## config.mk

```make
export PLATFORM = sky130hd
export DESIGN_NAME = booth_mac_accum_flat
export DESIGN_NICKNAME = d
export VERILOG_FILES = /design/src/rtl/booth_mac_accum_pkg.sv /design/src/rtl/booth_mac_accum_if.sv /design/src/rtl/booth_mac_accum_sat_add.sv /design/src/rtl/booth_mac_accum.sv /design/src/flat_wrapper.sv
export SDC_FILE = /design/constraint.sdc
export NUM_CORES = 1
export LEC_CHECK = 0
export CAP_MARGIN = 20
export CORE_ASPECT_RATIO = 2
export CORE_MARGIN = 3
export CORE_UTILIZATION = 56
export DETAILED_ROUTE_END_ITERATION = 12
export HOLD_SLACK_MARGIN = 0.05
export PLACE_DENSITY = 0.84
export SLEW_MARGIN = 20
export SYNTH_ARGS = -nofsm -noshare
export SYNTH_HDL_FRONTEND = slang
export SYNTH_SLANG_ARGS = --single-unit
```

## constraint.sdc

```tcl
create_clock -name clk -period 5.05 [get_ports clk]
set_input_delay 1.01 -clock clk [delete_from_list [all_inputs] [get_ports clk]]
set_output_delay 1.01 -clock clk [all_outputs]
set_load 0.01 [all_outputs]
```

## src/rtl/booth_mac_accum_pkg.sv

```systemverilog
// Shared widths, state encoding and saturation bounds for the Booth product
// accumulator stage.
package booth_mac_accum_pkg;

    localparam int PROD_W    = 8;
    localparam int ACC_W     = 10;
    localparam int MAX_TERMS = 16;
    localparam int CNT_W     = 5;

    localparam logic ST_ACCUM = 1'b0;
    localparam logic ST_DONE  = 1'b1;

    typedef enum logic {
        S_ACCUM = ST_ACCUM,
        S_DONE  = ST_DONE
    } state_e;

    localparam logic signed [ACC_W-1:0] ACC_MAX = {1'b0, {(ACC_W-1){1'b1}}};
    localparam logic signed [ACC_W-1:0] ACC_MIN = {1'b1, {(ACC_W-1){1'b0}}};

    function automatic logic signed [ACC_W-1:0] sext_prod(input logic [PROD_W-1:0] p);
        return {{(ACC_W-PROD_W){p[PROD_W-1]}}, p};
    endfunction

endpackage

```

## src/rtl/booth_mac_accum_if.sv

```systemverilog
// Product-in / group-result-out handshake bundle between the multiplier,
// the accumulator stage and the result consumer.
interface booth_mac_accum_if;
    import booth_mac_accum_pkg::*;

    logic              in_valid;
    logic              in_ready;
    logic [PROD_W-1:0] in_prod;
    logic              in_last;
    logic              out_valid;
    logic              out_ready;
    logic [ACC_W-1:0]  out_acc;
    logic [CNT_W-1:0]  out_cnt;
    logic              out_ovf;

    modport slave (
        input  in_valid, in_prod, in_last, out_ready,
        output in_ready, out_valid, out_acc, out_cnt, out_ovf
    );

    modport master (
        output in_valid, in_prod, in_last, out_ready,
        input  in_ready, out_valid, out_acc, out_cnt, out_ovf
    );

endinterface

```

## src/rtl/booth_mac_accum_sat_add.sv

```systemverilog
// Combinational signed saturating adder: one guard bit catches overflow,
// which then clamps the sum to the nearest representable bound.
module booth_sat_add
    import booth_mac_accum_pkg::*;
(
    input  logic [ACC_W-1:0] acc_i,
    input  logic [ACC_W-1:0] addend_i,
    output logic [ACC_W-1:0] sum_o,
    output logic             sat_o
);

    logic [ACC_W:0] wide;

    assign wide = {acc_i[ACC_W-1], acc_i} + {addend_i[ACC_W-1], addend_i};

    always_comb begin
        sum_o = wide[ACC_W-1:0];
        sat_o = 1'b0;
        // Top two bits disagree exactly when the true sum leaves the ACC_W range.
        if (wide[ACC_W] != wide[ACC_W-1]) begin
            sat_o = 1'b1;
            sum_o = wide[ACC_W] ? ACC_MIN : ACC_MAX;
        end
    end

endmodule

```

## src/rtl/booth_mac_accum.sv

```systemverilog
// Accumulates Booth products into a saturating group sum and presents each
// closed group (explicit last or MAX_TERMS products) on a registered output.
module booth_mac_accum
    import booth_mac_accum_pkg::*;
(
    input  logic             clk,
    input  logic             rst,
    input  logic             clear,
    booth_mac_accum_if.slave bus
);

    state_e           state_q, state_d;
    logic [ACC_W-1:0] acc_q, acc_d;
    logic [CNT_W-1:0] cnt_q, cnt_d;
    logic             ovf_q, ovf_d;
    logic [ACC_W-1:0] out_acc_q, out_acc_d;
    logic [CNT_W-1:0] out_cnt_q, out_cnt_d;
    logic             out_ovf_q, out_ovf_d;

    logic [ACC_W-1:0] prod_ext;
    logic [ACC_W-1:0] sum;
    logic             sat;
    logic             hs;
    logic             close;
    logic [CNT_W-1:0] cnt_inc;

    assign prod_ext = sext_prod(bus.in_prod);
    assign hs       = bus.in_valid && (state_q == S_ACCUM);
    assign cnt_inc  = cnt_q + CNT_W'(1);
    assign close    = hs && (bus.in_last || (cnt_q == CNT_W'(MAX_TERMS - 1)));

    booth_sat_add u_sat_add (
        .acc_i    (acc_q),
        .addend_i (prod_ext),
        .sum_o    (sum),
        .sat_o    (sat)
    );

    always_comb begin
        state_d   = state_q;
        acc_d     = acc_q;
        cnt_d     = cnt_q;
        ovf_d     = ovf_q;
        out_acc_d = out_acc_q;
        out_cnt_d = out_cnt_q;
        out_ovf_d = out_ovf_q;

        case (state_q)
            S_ACCUM: begin
                if (hs) begin
                    acc_d = sum;
                    cnt_d = cnt_inc;
                    ovf_d = ovf_q | sat;
                    if (close) begin
                        state_d   = S_DONE;
                        out_acc_d = sum;
                        out_cnt_d = cnt_inc;
                        out_ovf_d = ovf_q | sat;
                    end
                end
            end
            S_DONE: begin
                if (bus.out_ready) begin
                    state_d = S_ACCUM;
                    acc_d   = '0;
                    cnt_d   = '0;
                    ovf_d   = 1'b0;
                end
            end
            default: state_d = S_ACCUM;
        endcase

        // Abort wins over both an accepted product and a result handoff.
        if (clear) begin
            state_d = S_ACCUM;
            acc_d   = '0;
            cnt_d   = '0;
            ovf_d   = 1'b0;
        end
    end

    always_ff @(posedge clk or posedge rst) begin
        if (rst) begin
            state_q   <= S_ACCUM;
            acc_q     <= '0;
            cnt_q     <= '0;
            ovf_q     <= 1'b0;
            out_acc_q <= '0;
            out_cnt_q <= '0;
            out_ovf_q <= 1'b0;
        end else begin
            state_q   <= state_d;
            acc_q     <= acc_d;
            cnt_q     <= cnt_d;
            ovf_q     <= ovf_d;
            out_acc_q <= out_acc_d;
            out_cnt_q <= out_cnt_d;
            out_ovf_q <= out_ovf_d;
        end
    end

    assign bus.in_ready  = (state_q == S_ACCUM);
    assign bus.out_valid = (state_q == S_DONE);
    assign bus.out_acc   = out_acc_q;
    assign bus.out_cnt   = out_cnt_q;
    assign bus.out_ovf   = out_ovf_q;

endmodule
```

## src/flat_wrapper.sv

```systemverilog
// flat-port wrapper written by rule: the top's interface ports become plain ports
module booth_mac_accum_flat import booth_mac_accum_pkg::*;
  (clk, rst, clear, bus_in_valid, bus_in_prod, bus_in_last, bus_out_ready, bus_in_ready, bus_out_valid, bus_out_acc, bus_out_cnt, bus_out_ovf);
  booth_mac_accum_if bus_i ();
  input  logic clk;
  input  logic rst;
  input  logic clear;
  input wire logic [$bits(bus_i.in_valid)-1:0] bus_in_valid;
  input wire logic [$bits(bus_i.in_prod)-1:0] bus_in_prod;
  input wire logic [$bits(bus_i.in_last)-1:0] bus_in_last;
  input wire logic [$bits(bus_i.out_ready)-1:0] bus_out_ready;
  output wire logic [$bits(bus_i.in_ready)-1:0] bus_in_ready;
  output wire logic [$bits(bus_i.out_valid)-1:0] bus_out_valid;
  output wire logic [$bits(bus_i.out_acc)-1:0] bus_out_acc;
  output wire logic [$bits(bus_i.out_cnt)-1:0] bus_out_cnt;
  output wire logic [$bits(bus_i.out_ovf)-1:0] bus_out_ovf;
  assign bus_i.in_valid = bus_in_valid;
  assign bus_i.in_prod = bus_in_prod;
  assign bus_i.in_last = bus_in_last;
  assign bus_i.out_ready = bus_out_ready;
  assign bus_in_ready = bus_i.in_ready;
  assign bus_out_valid = bus_i.out_valid;
  assign bus_out_acc = bus_i.out_acc;
  assign bus_out_cnt = bus_i.out_cnt;
  assign bus_out_ovf = bus_i.out_ovf;
  booth_mac_accum u_core (.clk(clk), .rst(rst), .clear(clear), .bus(bus_i));
endmodule
```

### After elaboration in Yosys (flattened, before gate mapping)

Index checks and enable logic that the tools add are counted.

| cells by class | value |
|---|---|
| equal/unequal tests | 4 |
| mux-type cells | 20 |
| add/sub/neg operators | 2 |
| bitwise gates (word level) | 2 |
| reductions and logical operators | 5 |

Operator list:

| kind | number |
|---|---|
| $mux 10 | 5 |
| $pmux 10 s2 | 1 |
| $mux 5 | 3 |
| $add 10x8->11 | 1 |
| $pmux 5 s2 | 1 |
| $mux 1 | 8 |
| $add 5x1->5 const B | 1 |
| $eq 5x4->1 const B | 1 |
| $pmux 1 s2 | 2 |
| $ne 3x2->1 const B | 1 |
| $ne 3x3->1 const B | 1 |
| $reduce_and 3->1 | 1 |
| $logic_and 1x1->1 | 2 |
| $reduce_and 2->1 | 1 |
| $logic_or 1x1->1 | 1 |
| $ne 1x1->1 | 1 |
| $not 1->1 | 1 |
| $or 1x1->1 | 1 |

| storage, ports and cells | value |
|---|---|
| flip-flop bits (word level) | 33 |
| logic and storage cells | 40 |
| bits of input ports | 14 |

### Longest topological paths before layout

Gate-level depths: netlist (run 1).

| logic depth | value |
|---|---|
| word-level depth | 7 |
| mapped depth | 9 |

### Cells and area by module

Synthesis (run 1) repeated with hierarchy kept, for this count alone.

| unflattened totals | value |
|---|---|
| cell total of the unflattened synthesis | 199 |
| area total of the unflattened synthesis | 2233.4 um^2 |

By module, submodules not included:

| module | sequential area each (um^2) | instances | cells an instance | area each (um^2) |
|---|---|---|---|---|
| booth_mac_accum | 825.8 | 1 | 97 | 1398.8 |
| booth_sat_add | 0.0 | 1 | 102 | 834.6 |

### Least setup slack after synthesis (run 1)

No wires, ideal clock.

| timing | value |
|---|---|
| kind | input-to-reg |
| from | input port bus_in_prod[0] |
| to | register u_core.out_acc_q[3] (netlist: u_core.bus.out_acc[3]) |
| buffers on the path | 0 |
| stages on the path | 9 |
| path slack | 1.960 ns |
| data arrival time | 2.966 ns |
| path through | ha_1 fa_1 a211oi_1 o31ai_2 a21oi_2 nor2b_1 mux2i_4 o21ai_0 mux2_2 |

| on the way | value |
|---|---|
| word-level cells in the longest chain between the ends | 3 |
| elaborated cells between the ends (all ways) | 4 |
| those cells by class | 1 x add/sub; 1 x eq/ne; 2 x mux |

RTL lines:

| item | line | RTL |
|---|---|---|
| start: declaration | flat_wrapper.sv:9 | `input wire logic [$bits(bus_i.in_prod)-1:0] bus_in_prod;` |
| $add 10x8->11 (*) | booth_mac_accum_sat_add.sv:14 | `assign wide = {acc_i[ACC_W-1], acc_i} + {addend_i[ACC_W-1], addend_i};` |
| $mux 10 or $ne 1x1->1 (tied branches) | booth_mac_accum_sat_add.sv:22, booth_mac_accum_sat_add.sv:20 |  |
| $mux 10 (*) | booth_mac_accum_sat_add.sv:20 | `if (wide[ACC_W] != wide[ACC_W-1]) begin` |
| end signal: assignment | booth_mac_accum.sv:96 | `out_acc_q <= out_acc_d;` |
| end: declaration | booth_mac_accum.sv:16 | `logic [ACC_W-1:0] out_acc_q, out_acc_d;` |

Every way passes the cells marked *; elsewhere a longest branch is shown, timed or not.
A chain may end at the register's enable or synchronous reset.

### Worst setup path in the final report (run 1)

| timing | value |
|---|---|
| from | input port bus_in_prod[0] |
| to | register u_core.out_acc_q[8] (netlist: u_core.bus.out_acc[8]) |

The elaborated chain is that of the path after synthesis.

==> flow_summary.json, run 1 <==
{
  "drt_iter0_drc": 27,
  "finalHoldViolations": 0,
  "path_buf_inv": 1,
  "cp.required_ps": 5210,
  "cts_tree": "yes",
  "ys_top_cells_by_count": "dfrtp_1, nand2_1, o21ai_0",
  "clock_skew_ps": 5.80,
  "ys_ff_latch": 33,
  "synth_ff_type": "dfrtp_1",
  "postSynthCellCount": 177,
  "clk_latency_ps": 280,
  "crit_path_max_fanout": 7,
  "reg2reg_setup_slack_ps": 2340,
  "ys_async_sr_fraction_pct": 100,
  "postCtsSetupBuffers": 0,
  "grt_pass1_wl_mm": 7.02,
  "tightest_slew_ps": 701,
  "totalWireLength_mm": 4.15,
  "portBuffers": 31,
  "report.power.total_mw": 1.00,
  "n_antenna_cell": 0,
  "drtPass1Iterations": 4,
  "yosysSeqAreaShare_pct": 46.1,
  "grt_busiest_layer": "met2",
  "post-route-period-util_pct": 69.4,
  "via_count": 1471,
  "wire_per_inst_um": 17.0,
  "core_area_mm2": 0.00301,
  "drv_cap": 0,
  "use_met1_pct": 27.5,
  "grt-ovfl-total": 0,
  "grt_use_total_pct": 23.4,
  "ir_worst_vdd_mv": 0.325,
  "synth_top_area_cell": "dfrtp_1",
  "end_kind": "flop",
  "cts-root-buf": "clkbuf_8",
  "synth_edf_count": 0,
  "fp.dieH_um": 86.0,
  "numCtsBuffers": 5,
  "p_leak_nw": 1.02,
  "synth_cell_types": 37,
  "ant_nets": 0,
  "netlist_area_mm2": 0.00179,
  "drc": 0,
  "crit_chain": "clkdlybuf4s50_1 > ha_1 > fa_1 > a211oi_1 > o31ai_2 > a21oi_2 > nor2b_1 > mux2i_4 > o21ai_0 > mux2_2",
  "timing_worst_setup_path_type": "in2reg",
  "final_nets": 240,
  "placed_cell_area_mm2": 0.00214,
  "initial_core_util_pct": 59.5,
  "cp-start-kind": "input port",
  "grt_use_met2_pct": 40.6,
  "cpPeakStageDelay_ps": 430,
  "p_per_area_mw_per_mm2": 444,
  "die_area_mm2": 0.00396,
  "avgViaCountPerCell": 6.03,
  "relSlewSlack_pct": 53.1,
  "cpLargestDelayFamily": "compound AO/OA/AOI/OAI gates",
  "min_path_type": "reg2reg",
  "tns_ps": 0,
  "status": "completed",
  "clkTransAtPathRegs_ps": 60,
  "synth_fp_nets": 204,
  "rsz0062_at_grt": "no",
  "antenna_found_initial": 0,
  "setup_viol": 0,
  "fin_cells": 244,
  "finalWorstSetupSlack_ps": 1540,
  "min_period_ps": 3510,
  "grt_pass1_vias": 1591,
  "gp_congestion": 0.866,
  "io_pins": 32,
  "post_cts_resized": 0,
  "clockBufferDepth": 2,
  "grt_max_degree": 34,
  "htree_num_levels": 2,
  "dp.cells": 236,
  "worstPathArrival_ps": 3670,
  "drive_gt1_share_pct": 13.6,
  "max_freq_ghz": 0.285,
  "dp_slack_ps": 1280,
  "met3_usage_pct": 4.41,
  "slowest_stage": "fa_1",
  "fp.dieW_um": 46.0,
  "final_cell_area_mm2": 0.00226,
  "yosysMostFrequentCell": "dfrtp_1",
  "finalMaxSlewViolations": 0,
  "synth.top_cell.area_share_pct": 46.1,
  "rows": 28,
  "cts_hold_buf": 0,
  "dp_hpwl_mm": 3.23,
  "yosysWarnings": 0,
  "yosys-top-cells-area": "dfrtp_1, ha_1, o21ai_0",
  "clock-sinks": 33,
  "avgSynthCellArea_um2": 10.1,
  "area_delta_synth_final_pct": 26.3
}
-- cell usage in the layout (no fill, tap or decap), types with 2 or more instances in the layout --
cell and n:
clkbuf_8 6, a21oi_1 12, mux2_2 7, nand2_1 26
buf_4 2, o21ai_0 23, nor2b_1 5, clkdlybuf4s50_1 31
a21oi_2 2, inv_1 4, o21ai_1 2, and3_1 2
xor2_1 4, nand2b_1 2, ha_1 12, a31oi_1 2
dfrtp_1 33, nor2_1 8, a22o_2 3, a22o_1 2
xnor2_1 3, o21a_1 2, a21o_1 2
-- layer usage --
metal | wire length (µm) | share of wire (%)
met1 | 1550 | 37
met2 | 2400 | 58
met3 | 129 | 3.1
met4 | 76 | 1.8
met5 | 0 | 0
-- state kept, by name, summed over array words and instances (netlist names) --
| register | count |
|---|---|
| u_core.acc_q | 10 |
| u_core.bus.out_ovf | 1 |
| u_core.cnt_q | 5 |
| u_core.bus.out_cnt | 5 |
| u_core.bus.out_valid | 1 |
| u_core.ovf_q | 1 |
| u_core.bus.out_acc | 10 |
-- report_power, final --
group	internal, mW	switching, mW
registers	0.327	0.0379
logic	0.195	0.190
clock network	0.160	0.0936
total	0.682	0.322
-- tightest hold or removal path, cell delays in order, from the launching register on --
cell and delay (ps):
dfrtp_1 340, nand2_1 50, o41ai_1 50
-- final cells by class --
type | count | area [µm²]
well taps | 30 | 37.5
clock buffers | 6 | 82.6
clock inverters | 2 | 37.5
inverters | 4 | 15.0
multi-input cells | 136 | 938
fillers | 206 | 751
repair buffers | 33 | 325
flip-flops and latches | 33 | 826
-- kinds of logic (layout without fill, tap and decap cells) --
| kind of cell | count (synthesis) | after routing | synth area share [%] |
|---|---|---|---|
| muxes | 8 | 8 | 5.66 |
| adders and majority gates | 13 | 13 | 9.50 |
| AOI/OAI and AO/OA | 59 | 59 | 20.8 |
| DFF | 33 | 33 | 46.1 |
| xor gates and xnor gates | 7 | 7 | 3.42 |
| buffers and inverters | 8 | 45 | 1.68 |
| and+or+nand+nor | 49 | 49 | 12.8 |
-- path summary, 6_finish.rpt --
check                                            start                                end  cells after the start
setup / recovery                        bus_in_prod[0]  u_core.bus.out_acc[8]$_DFFE_PP0P_                     10
hold / removal             u_core.cnt_q[4]$_DFFE_PP0P_        u_core.cnt_q[4]$_DFFE_PP0P_                      2
setup reg to reg           u_core.acc_q[0]$_DFFE_PP0P_  u_core.bus.out_acc[8]$_DFFE_PP0P_                      9
hold reg to reg            u_core.cnt_q[4]$_DFFE_PP0P_        u_core.cnt_q[4]$_DFFE_PP0P_                      2
max in group asynchronous                          rst        u_core.cnt_q[1]$_DFFE_PP0P_                      3
min in group asynchronous                          rst  u_core.bus.out_acc[4]$_DFFE_PP0P_                      3
-- per-stage QoR --
step	hold slack [ps]	utilization [%]
floorplan	443	-
global placement	461	71.0
detailed placement	471	71.0
CTS	485	75.0
global route	508	75.1
finish	480	75.1
(Power assumes the default switching activity.)
==> inputs of run 2 (changes only) <==
CORE_UTILIZATION = 47   (was 56)
PLACE_DENSITY = 0.75   (was 0.84)
clock period = 2.9 ns   (was 5.05 ns; I/O delays follow)
==> run 2 against run 1 <==
Effect of this change:
- clock-buffer cell count is 1 lower
- sequential power is 75% higher
- non-clock buffer count is 15 higher
- hold slack better by 2.6 ps
- register-to-register slack worse by 1800 ps
- clock power is 70% higher
- core utilization is 9.0 points lower
- global-route usage is 2.8 points lower
- via count is 3.5% higher
- worst setup slack worse by 1400 ps
- critical path type unchanged
- cell count is 14% higher
==> flow_summary.json, run 2 (synthesized netlist as in run 1, its figures left out) <==
{
  "fp.dieH_um": 93.3,
  "end_kind": "flop",
  "rsz0062_at_grt": "no",
  "post-route-period-util_pct": 94.8,
  "wire_per_inst_um": 15.3,
  "grt_use_total_pct": 20.5,
  "path_common_cell": "a21oi_1",
  "multiInputGateArea_um2": 953,
  "drive_gt1_share_pct": 20.5,
  "final_common_cell": "dfrtp_1",
  "whs_ps": 483,
  "rows": 31,
  "clockBufferDepth": 2,
  "net-switching-power_uw": 589,
  "initial_core_util_pct": 49.1,
  "finalWorstSetupSlack_ps": 152,
  "core_area_mm2": 0.00365,
  "tightest_slew_ps": 521,
  "min_period_ps": 2750,
  "area_delta_synth_final_pct": 34.4,
  "clk_latency_ps": 290,
  "final_cell_mix": "dfrtp_1, clkdlybuf4s50_1, nand2_1",
  "totalWireLength_mm": 4.26,
  "cts_tree": "yes",
  "cpLargestDelayFamily": "compound AO/OA/AOI/OAI gates",
  "crit_path_max_fanout": 4,
  "dp_slack_ps": -404,
  "dp_hpwl_mm": 3.37,
  "io_pins": 32,
  "timing_worst_setup_path_type": "in2reg",
  "ant_nets": 0,
  "ir_worst_vdd_mv": 0.511,
  "max_freq_ghz": 0.364,
  "htree_num_levels": 2,
  "slowest_stage": "clkdlybuf4s50_1",
  "numCtsBuffers": 5,
  "drv_cap": 0,
  "top_layer": "met4",
  "grt_pass1_wl_mm": 7.38,
  "p_int_mw": 1.22,
  "path_buf_inv": 2,
  "crit_chain": "clkdlybuf4s50_1 > ha_1 > a21oi_1 > nand4b_1 > a21oi_1 > buf_4 > nor3b_2 > a31o_2 > o21ai_1 > mux2_2",
  "avgViaCountPerCell": 5.47,
  "dr_wl_met2_mm": 2.40,
  "fillers": 318,
  "gp_congestion": 0.860,
  "finalMaxSlewViolations": 0,
  "grt-ovfl-total": 0,
  "cp.required_ps": 3070,
  "final_nets": 255,
  "fp.dieW_um": 49.7,
  "switching_share_pct": 32.6,
  "fin_util_pct": 66.1,
  "n_antenna_cell": 0,
  "antenna_found_initial": 0,
  "portBuffers": 31,
  "clkTransAtPathRegs_ps": 70,
  "power_frac_clock_pct": 23.9,
  "tns_ps": 0,
  "clock_skew_ps": 6.85,
  "drtPass1Iterations": 4,
  "drt_iter0_drc": 21,
  "cp-start-kind": "input port",
  "setup_viol": 0,
  "grt_max_degree": 34,
  "status": "completed",
  "worstPathArrival_ps": 2910,
  "cts-root-buf": "clkbuf_8",
  "seq_power_share_pct": 35.3,
  "p_comb_share_pct": 40.8,
  "grt_pass1_vias": 1615,
  "fin_cells": 278,
  "p_leak_nw": 1.09,
  "met3_length_um": 92,
  "cpPeakStageDelay_ps": 460,
  "register_area_um2": 826,
  "min_path_type": "reg2reg",
  "via_count": 1522,
  "dp.cells": 269,
  "die_area_mm2": 0.00463,
  "relSlewSlack_pct": 65.2,
  "clock-sinks": 33,
  "m1WireLength_mm": 1.63,
  "finalHoldViolations": 0,
  "p_per_area_mw_per_mm2": 750,
  "drc": 0
}
[run 2: changes by cell type in the layout (fill, tap and decap cells not counted), sizes merged]
cell and change:
buf +15, clkbuf -1, clkinv +1
[run 2: layout make-up]
| type | instances | share of cell area [%] |
|---|---|---|
| multi-input combinational | 136 | 39.6 |
| sequential | 33 | 34.3 |
| timing repair buffer | 48 | 18.2 |
| clock buffer | 5 | 2.86 |
| tap | 49 | 2.55 |
| clock inverter | 3 | 1.92 |
| inverter | 4 | 0.623 |
[run 2: per-layer routing]
layer / up-vias / GRT usage [%]
met1: 752 / 21.7
met3: 9 / 3.35
met4: 0 / 9.47
li1: 736 / -
met2: 25 / 38.3
met5: - / 0
[run 2: final timing paths]
kind,depth (start not counted),slack [ps],end,startpoint
worst max-delay path,10,150,u_core.bus.out_acc[4]$_DFFE_PP0P_,bus_in_prod[1]
worst min-delay path,2,480,u_core.bus.out_cnt[0]$_DFFE_PP0P_,u_core.bus.out_cnt[0]$_DFFE_PP0P_
worst max register to register,9,490,u_core.bus.out_acc[5]$_DFFE_PP0P_,u_core.acc_q[0]$_DFFE_PP0P_
worst min register to register,2,480,u_core.bus.out_cnt[0]$_DFFE_PP0P_,u_core.bus.out_cnt[0]$_DFFE_PP0P_
max in group asynchronous,3,1920,u_core.bus.out_cnt[4]$_DFFE_PP0P_,rst
min in group asynchronous,3,680,u_core.acc_q[5]$_DFFE_PP0P_,rst
[run 2: worst min-delay path: cells and delay by family (launching register included)]
family / cells / cell delay [ps]
flip-flops: 1 / 340
AO/OA/AOI/OAI: 1 / 60
AND/OR/NAND/NOR: 1 / 40
[run 2: repair_timing]
action / 4_1_cts / 5_1_grt
gates resized for setup: 1 / 6
setup buffers: 0 / 1
endpoints found under the setup margin: 10 / 17
hold buffers: 0 / 0
gates cloned: 0 / 0
pin swaps: 0 / 1
[run 2: power groups by stage]
stage	combinational (mW)	sequential [mW]	clock, mW
after detailed placement	0.717	0.646	0
after floorplan	0.361	0.665	0
after global placement	0.698	0.640	0
final	0.738	0.638	0.432
after global routing	0.810	0.654	0.461
after CTS	0.726	0.639	0.440
[run 2: through the flow]
step	power, mW	area [µm²]
final	1.81	2410
after global routing	1.92	2410
after CTS	1.80	2390
after detailed placement	1.36	2270
after global placement	1.34	2270
after floorplan	1.03	1790
